==> src/rtl/mips_axi_pkg.sv <==
// mips_axi_pkg: shared FSM encoding and AXI response codes for the memory arbiter
package mips_axi_pkg;
  typedef enum logic [2:0] {IDLE, RD_ADDR, RD_DATA, WR_REQ, WR_RESP, RSP} state_t;
  localparam logic [1:0] AXI_OKAY = 2'b00;
  localparam logic [1:0] AXI_SLVERR = 2'b10;
endpackage

==> src/rtl/mips_mem_arbiter_if.sv <==
// mips_mem_arbiter_if: AXI4-lite style bus between the arbiter (master) and memory (slave)
interface mips_mem_arbiter_if;
  logic [31:0] araddr;
  logic arvalid, arready;
  logic [31:0] rdata;
  logic [1:0] rresp;
  logic rvalid, rready;
  logic [31:0] awaddr;
  logic awvalid, awready;
  logic [31:0] wdata;
  logic [3:0] wstrb;
  logic wvalid, wready;
  logic [1:0] bresp;
  logic bvalid, bready;
  modport master (
    output araddr, arvalid, rready, awaddr, awvalid, wdata, wstrb, wvalid, bready,
    input arready, rdata, rresp, rvalid, awready, wready, bresp, bvalid
  );
  modport slave (
    input araddr, arvalid, rready, awaddr, awvalid, wdata, wstrb, wvalid, bready,
    output arready, rdata, rresp, rvalid, awready, wready, bresp, bvalid
  );
endinterface

==> src/rtl/mips_rr_arb2.sv <==
// mips_rr_arb2: two-way round-robin grant; bit 0 = fetch, bit 1 = data
module mips_rr_arb2 (
  input logic mips_cpu_clk,
  input logic mips_cpu_reset_n,
  input logic en,
  input logic [1:0] req,
  output logic [1:0] gnt
);
  logic last_data;
  logic fetch_win;
  assign fetch_win = req[0] & (~req[1] | last_data);
  assign gnt = en ? {req[1] & ~fetch_win, fetch_win} : 2'b00;
  // last winner starts as data so fetch wins the first tie
  always_ff @(posedge mips_cpu_clk or negedge mips_cpu_reset_n)
    if (!mips_cpu_reset_n) last_data <= 1'b1;
    else if (|gnt) last_data <= gnt[1];
endmodule

==> src/rtl/mips_mem_arbiter.sv <==
// mips_mem_arbiter: arbitrates fetch and data requests onto a single AXI master, one transaction at a time
module mips_mem_arbiter
  import mips_axi_pkg::*;
(
  input logic mips_cpu_clk,
  input logic mips_cpu_reset_n,
  input logic inst_req_valid,
  input logic [31:0] inst_addr,
  output logic inst_req_ack,
  input logic data_req_valid,
  input logic data_we,
  input logic [31:0] data_addr,
  input logic [31:0] data_wdata,
  input logic [3:0] data_wstrb,
  output logic data_req_ack,
  output logic rsp_valid,
  output logic rsp_src,
  output logic [31:0] rsp_rdata,
  output logic rsp_err,
  input logic rsp_ready,
  mips_mem_arbiter_if.master m_axi
);
  state_t state, state_nx;
  logic [1:0] gnt;
  logic [31:0] req_addr;
  logic aw_nx, w_nx;
  mips_rr_arb2 u_rr (
    .mips_cpu_clk(mips_cpu_clk),
    .mips_cpu_reset_n(mips_cpu_reset_n),
    .en(state == IDLE),
    .req({data_req_valid, inst_req_valid}),
    .gnt(gnt)
  );
  assign inst_req_ack = gnt[0];
  assign data_req_ack = gnt[1];
  assign rsp_valid = state == RSP;
  always_comb begin
    state_nx = state;
    unique case (state)
      IDLE:    state_nx = gnt[0] ? RD_ADDR : gnt[1] ? (data_we ? WR_REQ : RD_ADDR) : IDLE;
      RD_ADDR: state_nx = m_axi.arready ? RD_DATA : RD_ADDR;
      RD_DATA: state_nx = m_axi.rvalid ? RSP : RD_DATA;
      WR_REQ:  state_nx = ((~m_axi.awvalid | m_axi.awready) & (~m_axi.wvalid | m_axi.wready)) ? WR_RESP : WR_REQ;
      WR_RESP: state_nx = m_axi.bvalid ? RSP : WR_RESP;
      RSP:     state_nx = rsp_ready ? IDLE : RSP;
      default: state_nx = IDLE;
    endcase
  end
  // each write channel drops on its own handshake
  always_comb begin
    req_addr = gnt[1] ? data_addr : inst_addr;
    aw_nx = (state == IDLE & gnt[1] & data_we) | (state == WR_REQ & m_axi.awvalid & ~m_axi.awready);
    w_nx = (state == IDLE & gnt[1] & data_we) | (state == WR_REQ & m_axi.wvalid & ~m_axi.wready);
  end
  always_ff @(posedge mips_cpu_clk or negedge mips_cpu_reset_n)
    if (!mips_cpu_reset_n) begin
      state <= IDLE;
      m_axi.arvalid <= 1'b0;
      m_axi.rready <= 1'b0;
      m_axi.awvalid <= 1'b0;
      m_axi.wvalid <= 1'b0;
      m_axi.bready <= 1'b0;
      m_axi.araddr <= '0;
      m_axi.awaddr <= '0;
      m_axi.wdata <= '0;
      m_axi.wstrb <= '0;
      rsp_src <= 1'b0;
      rsp_rdata <= '0;
      rsp_err <= 1'b0;
    end else begin
      state <= state_nx;
      m_axi.arvalid <= state_nx == RD_ADDR;
      m_axi.rready <= state_nx == RD_DATA;
      m_axi.bready <= state_nx == WR_RESP;
      m_axi.awvalid <= aw_nx;
      m_axi.wvalid <= w_nx;
      if (|gnt) begin
        m_axi.araddr <= req_addr;
        m_axi.awaddr <= req_addr;
        m_axi.wdata <= gnt[1] ? data_wdata : '0;
        m_axi.wstrb <= gnt[1] ? data_wstrb : '0;
        rsp_src <= gnt[1];
        rsp_rdata <= '0;
        rsp_err <= 1'b0;
      end
      if (state == RD_DATA && m_axi.rvalid) begin
        rsp_rdata <= m_axi.rdata;
        rsp_err <= |(m_axi.rresp & AXI_SLVERR);
      end
      if (state == WR_RESP && m_axi.bvalid) rsp_err <= |(m_axi.bresp & AXI_SLVERR);
    end
endmodule
==> src/flat_wrapper.sv <==
// flat-port wrapper written by rule: the top's interface ports become plain ports
module mips_mem_arbiter_flat import mips_axi_pkg::*;
  (mips_cpu_clk, mips_cpu_reset_n, inst_req_valid, inst_addr, inst_req_ack, data_req_valid, data_we, data_addr, data_wdata, data_wstrb, data_req_ack, rsp_valid, rsp_src, rsp_rdata, rsp_err, rsp_ready, m_axi_araddr, m_axi_arvalid, m_axi_rready, m_axi_awaddr, m_axi_awvalid, m_axi_wdata, m_axi_wstrb, m_axi_wvalid, m_axi_bready, m_axi_arready, m_axi_rdata, m_axi_rresp, m_axi_rvalid, m_axi_awready, m_axi_wready, m_axi_bresp, m_axi_bvalid);
  mips_mem_arbiter_if m_axi_i ();
  input logic mips_cpu_clk;
  input logic mips_cpu_reset_n;
  input logic inst_req_valid;
  input logic [31:0] inst_addr;
  output logic inst_req_ack;
  input logic data_req_valid;
  input logic data_we;
  input logic [31:0] data_addr;
  input logic [31:0] data_wdata;
  input logic [3:0] data_wstrb;
  output logic data_req_ack;
  output logic rsp_valid;
  output logic rsp_src;
  output logic [31:0] rsp_rdata;
  output logic rsp_err;
  input logic rsp_ready;
  output wire logic [$bits(m_axi_i.araddr)-1:0] m_axi_araddr;
  output wire logic [$bits(m_axi_i.arvalid)-1:0] m_axi_arvalid;
  output wire logic [$bits(m_axi_i.rready)-1:0] m_axi_rready;
  output wire logic [$bits(m_axi_i.awaddr)-1:0] m_axi_awaddr;
  output wire logic [$bits(m_axi_i.awvalid)-1:0] m_axi_awvalid;
  output wire logic [$bits(m_axi_i.wdata)-1:0] m_axi_wdata;
  output wire logic [$bits(m_axi_i.wstrb)-1:0] m_axi_wstrb;
  output wire logic [$bits(m_axi_i.wvalid)-1:0] m_axi_wvalid;
  output wire logic [$bits(m_axi_i.bready)-1:0] m_axi_bready;
  input wire logic [$bits(m_axi_i.arready)-1:0] m_axi_arready;
  input wire logic [$bits(m_axi_i.rdata)-1:0] m_axi_rdata;
  input wire logic [$bits(m_axi_i.rresp)-1:0] m_axi_rresp;
  input wire logic [$bits(m_axi_i.rvalid)-1:0] m_axi_rvalid;
  input wire logic [$bits(m_axi_i.awready)-1:0] m_axi_awready;
  input wire logic [$bits(m_axi_i.wready)-1:0] m_axi_wready;
  input wire logic [$bits(m_axi_i.bresp)-1:0] m_axi_bresp;
  input wire logic [$bits(m_axi_i.bvalid)-1:0] m_axi_bvalid;
  assign m_axi_araddr = m_axi_i.araddr;
  assign m_axi_arvalid = m_axi_i.arvalid;
  assign m_axi_rready = m_axi_i.rready;
  assign m_axi_awaddr = m_axi_i.awaddr;
  assign m_axi_awvalid = m_axi_i.awvalid;
  assign m_axi_wdata = m_axi_i.wdata;
  assign m_axi_wstrb = m_axi_i.wstrb;
  assign m_axi_wvalid = m_axi_i.wvalid;
  assign m_axi_bready = m_axi_i.bready;
  assign m_axi_i.arready = m_axi_arready;
  assign m_axi_i.rdata = m_axi_rdata;
  assign m_axi_i.rresp = m_axi_rresp;
  assign m_axi_i.rvalid = m_axi_rvalid;
  assign m_axi_i.awready = m_axi_awready;
  assign m_axi_i.wready = m_axi_wready;
  assign m_axi_i.bresp = m_axi_bresp;
  assign m_axi_i.bvalid = m_axi_bvalid;
  mips_mem_arbiter u_core (.mips_cpu_clk(mips_cpu_clk), .mips_cpu_reset_n(mips_cpu_reset_n), .inst_req_valid(inst_req_valid), .inst_addr(inst_addr), .inst_req_ack(inst_req_ack), .data_req_valid(data_req_valid), .data_we(data_we), .data_addr(data_addr), .data_wdata(data_wdata), .data_wstrb(data_wstrb), .data_req_ack(data_req_ack), .rsp_valid(rsp_valid), .rsp_src(rsp_src), .rsp_rdata(rsp_rdata), .rsp_err(rsp_err), .rsp_ready(rsp_ready), .m_axi(m_axi_i));
endmodule
==> config.mk <==
export PLATFORM = sky130hd
export DESIGN_NAME = mips_mem_arbiter_flat
export DESIGN_NICKNAME = d
export VERILOG_FILES = /design/src/rtl/mips_axi_pkg.sv /design/src/rtl/mips_mem_arbiter_if.sv /design/src/rtl/mips_rr_arb2.sv /design/src/rtl/mips_mem_arbiter.sv /design/src/flat_wrapper.sv
export SDC_FILE = /design/constraint.sdc
export NUM_CORES = 1
export LEC_CHECK = 0
export CELL_PAD_IN_SITES_DETAIL_PLACEMENT = 1
export CELL_PAD_IN_SITES_GLOBAL_PLACEMENT = 1
export CORE_UTILIZATION = 26
export DETAILED_ROUTE_END_ITERATION = 16
export PLACE_DENSITY_LB_ADDON = 0.1
export SLEW_MARGIN = 40
export SYNTH_ARGS = -nofsm -noshare
export SYNTH_HDL_FRONTEND = slang
export SYNTH_SLANG_ARGS = --single-unit
==> constraint.sdc <==
create_clock -name mips_cpu_clk -period 1.62 [get_ports mips_cpu_clk]
set_input_delay 0.243 -clock mips_cpu_clk [delete_from_list [all_inputs] [get_ports mips_cpu_clk]]
set_output_delay 0.243 -clock mips_cpu_clk [all_outputs]
set_load 0.05 [all_outputs]
==> results.sh <==
export IMPL_run_status="finished with violations"
export IMPL_violations="setup timing"
export IMPL_design_area_sq_um=7890
export IMPL_cts_sinks=111
export IMPL_grt_pass1_wl_microns=24500
export IMPL_reg2reg_from="u_core.state[2]"
export IMPL_ys_seq_elements=111
export IMPL_num_io_pins=289
export IMPL_worstSetupStartpoint="u_core.state[2]"
export IMPL_syn_area_sq_um=4650
export IMPL_clk_pin_slew_ns=0.07
export IMPL_track_usage_pct=17.4
export IMPL_grt_max_degree=52
export IMPL_critical_path_cell_chain="nor3_2 -> buf_4 -> and3_4 -> buf_12 -> buf_12"
export IMPL_syn_num_nets=594
export IMPL_synthToLayoutAreaGrowth_pct=69.6
export IMPL_hold_viol_final=0
export IMPL_r2r_end="u_core.m_axi.awaddr[19]"
export IMPL_slew_headroom_pct=78.0
export IMPL_die_w_microns=136
export IMPL_cts_buffers=9
export IMPL_grt_setup_unrepaired="yes"
export IMPL_grt_pass1_vias=4485
export IMPL_power_total_uw=19200
export IMPL_placed_cells=921
export IMPL_leakage_uw=0.00377
export IMPL_finalNonFillerCells=947
export IMPL_vias_per_cell=4.60
export IMPL_async_reset_ff_share_pct=100
export IMPL_cp_slowest_stage_delay_ns=0.39
export IMPL_ir_drop_mv=1.22
export IMPL_crit_fanout=5
export IMPL_grt_overflow=0
export IMPL_cts_tree="yes"
export IMPL_setup_viol=8
export IMPL_fp_dieH_microns=136
export IMPL_drt_drc_violations_left=0
export IMPL_vias=4357
export IMPL_initial_core_util_pct=26.8
export IMPL_drt_iter0_drc=172
export IMPL_totalWireLength_microns=16400
export IMPL_clkLatencyLatePin_ns=0.35
export IMPL_critPathLaunchType="flip-flop"
export IMPL_clockBufferDepth=2
export IMPL_n_antenna_cell=0
export IMPL_drv_cap=0
export IMPL_synthCells=447
export IMPL_cp_arrival_ns=1.49
export IMPL_cp_slowest_cell="dfrtp_1"
export IMPL_synth_edf_count=0
export IMPL_wl_per_cell_microns=17.3
export IMPL_worst_r2r_path_depth=7
export IMPL_cp_common_cell="buf_12"
export IMPL_hp_class="in2async"
export IMPL_core_area_sq_um=17400
export IMPL_worstSetupEndpointType="output port"
export IMPL_required_ns=1.38
export IMPL_ys_warn_count=0
export IMPL_slew_viol_final=0
export IMPL_cts_root_buf="clkbuf_16"
export IMPL_hpwl_microns=11900
export IMPL_powerDensity_nw_per_um2=2430
export IMPL_fmax_mhz=577
export IMPL_place_area_sq_um=7430
export IMPL_ys_types=28
export IMPL_dieArea_sq_um=18400
export IMPL_ant_nets=0
export IMPL_synth_top_flop_cell="dfrtp_1"
export IMPL_seq_area_frac_synth_pct=59.7
export IMPL_finalCriticalPeriod_ns=1.73
export IMPL_critPathKind="reg2out"
export IMPL_layout_setup_ws_ns=-0.114
export IMPL_port_buffer_count=286
export IMPL_htreeDepth=3
export IMPL_worst_slew_pin_slew_ns=0.329
export IMPL_num_rows=48
export IMPL_syn_avg_cell_area_sq_um=10.4
export IMPL_skew_ns=0.0109
export IMPL_antenna_found_initial=0
export IMPL_post_route_period_util_pct=107
export IMPL_place_gp_congestion=0.745
export IMPL_drive_gt1_share_pct=29.1
export IMPL_dr_pass1_iters=4
export IMPL_regToRegSetupSlack_ns=-0.03
export IMPL_fin_nets=864
[cell usage in the layout, fill, tap and decap left out, types with 2 or more instances in the layout]
cell type        netlist  layout
nand2_2                0       2
buf_4                 33     162
clkinvlp_4             0       2
nand2_1              136     134
or3b_1                 2       2
clkdlybuf4s50_1        0     143
nand3b_1               4       4
buf_6                  0       2
buf_12                 0      12
a21oi_1                5       3
o211ai_1               2       2
nor2_1                 3       3
dfrtp_1              110     110
a22oi_1               32      32
a21oi_2                0       2
nor3_2                 3       3
clkinv_2               0       3
a22o_1                36      36
clkbuf_16              0      10
nand2b_1               3       3
o21ai_1                6       6
and3_4                 0       2
o21ai_0               28      28
[sequential cells by signal, summed over array words and instances, names as in the netlist, 3 cells and up]
name and count:
u_core.m_axi.wdata 32, u_core.m_axi.awaddr 32, u_core.state 3, u_core.rsp_rdata 32
u_core.m_axi.wstrb 4
[what timing repair did]
action | 4_1_cts | 5_1_grt
hold endpoints to repair | 18 | 0
gates resized for setup | 6 | 5
cloned | 1 | 2
setup buffers | 4 | 2
pin swaps | 1 | 0
hold buffers | 1 | 0
setup endpoints to repair | 3 | 78
[stage by stage]
| stage | hold WS, ns | setup slack, ns | utilization (%) | TNS, ns |
|---|---|---|---|---|
| 3_5_place_dp | 0.155 | -0.162 | 42.8 | -5.84 |
| 5_1_grt | 0.334 | -0.213 | 45.4 | -2.54 |
| 4_1_cts | 0.319 | -0.166 | 45.0 | -0.330 |
| 6_report | 0.320 | -0.114 | 45.4 | -0.274 |
| 3_3_place_gp | 0.151 | -0.108 | 42.8 | -2.41 |
| 2_1_floorplan | -0.0526 | 0.0361 | - | 0 |
[worst max path at each step]
stage / cells past startpoint / slack (ns) / to
after floorplan: 6 / 0.04 / u_core.m_axi.awaddr[24]
after global placement: 6 / -0.11 / u_core.m_axi.arvalid
after detailed placement: 5 / -0.16 / u_core.rsp_rdata[0]
after CTS: 5 / -0.17 / inst_req_ack
after global routing: 5 / -0.21 / inst_req_ack
final: 5 / -0.11 / data_req_ack
[final cells by class]
type,count,area (sq um)
Fill cell,1905,9470
Multi-Input combinational cell,271,1520
Timing Repair Buffer,323,3010
Inverter,1,3.75
Sequential cell,111,2780
Clock inverter,6,60.1
Tap cell,225,282
Clock buffer,10,239
[kinds of logic after synthesis]
kind of cell / share of synthesized area (%)
AO/OA/AOI/OAI: 17.2
AND/OR/NAND/NOR: 14.4
flip-flops: 59.7
buffers and inverters: 8.61
[power by group]
part	internal, uW	switching, uW	total [uW]
registers	4010	842	4850
logic	3980	8100	12100
clock network	1230	1010	2240
total	9220	9950	19200
[per-layer routing]
layer,vias up,track usage (%),wire length (microns)
met5,-,0,0
met1,2135,20.8,6830
li1,2031,-,-
met2,173,30.1,8090
met3,18,4.00,1150
met4,0,7.05,316
[cell usage after synthesis, drive strengths merged, types with 2 or more instances]
| cell | number | area [sq um] |
|---|---|---|
| nand2 | 136 | 510 |
| dfrtp | 110 | 2750 |
| buf | 59 | 378 |
| a22o | 36 | 315 |
| o21ai | 35 | 179 |
| a22oi | 32 | 240 |
| a21oi | 5 | 25.0 |
| clkbuf | 5 | 18.8 |
| nand3b | 4 | 30.0 |
| nand2b | 3 | 18.8 |
| nor2 | 3 | 11.3 |
| nor3 | 3 | 30.0 |
| and3 | 2 | 12.5 |
| o211ai | 2 | 15.0 |
| or3b | 2 | 17.5 |
[critical path, delay by kind of cell, from the launching register on]
family | cells | cell delay (ns)
buf+inv | 3 | 0.38
flops | 1 | 0.39
simple gates | 2 | 0.38
Note: power is estimated with default switching activity, not from simulation.
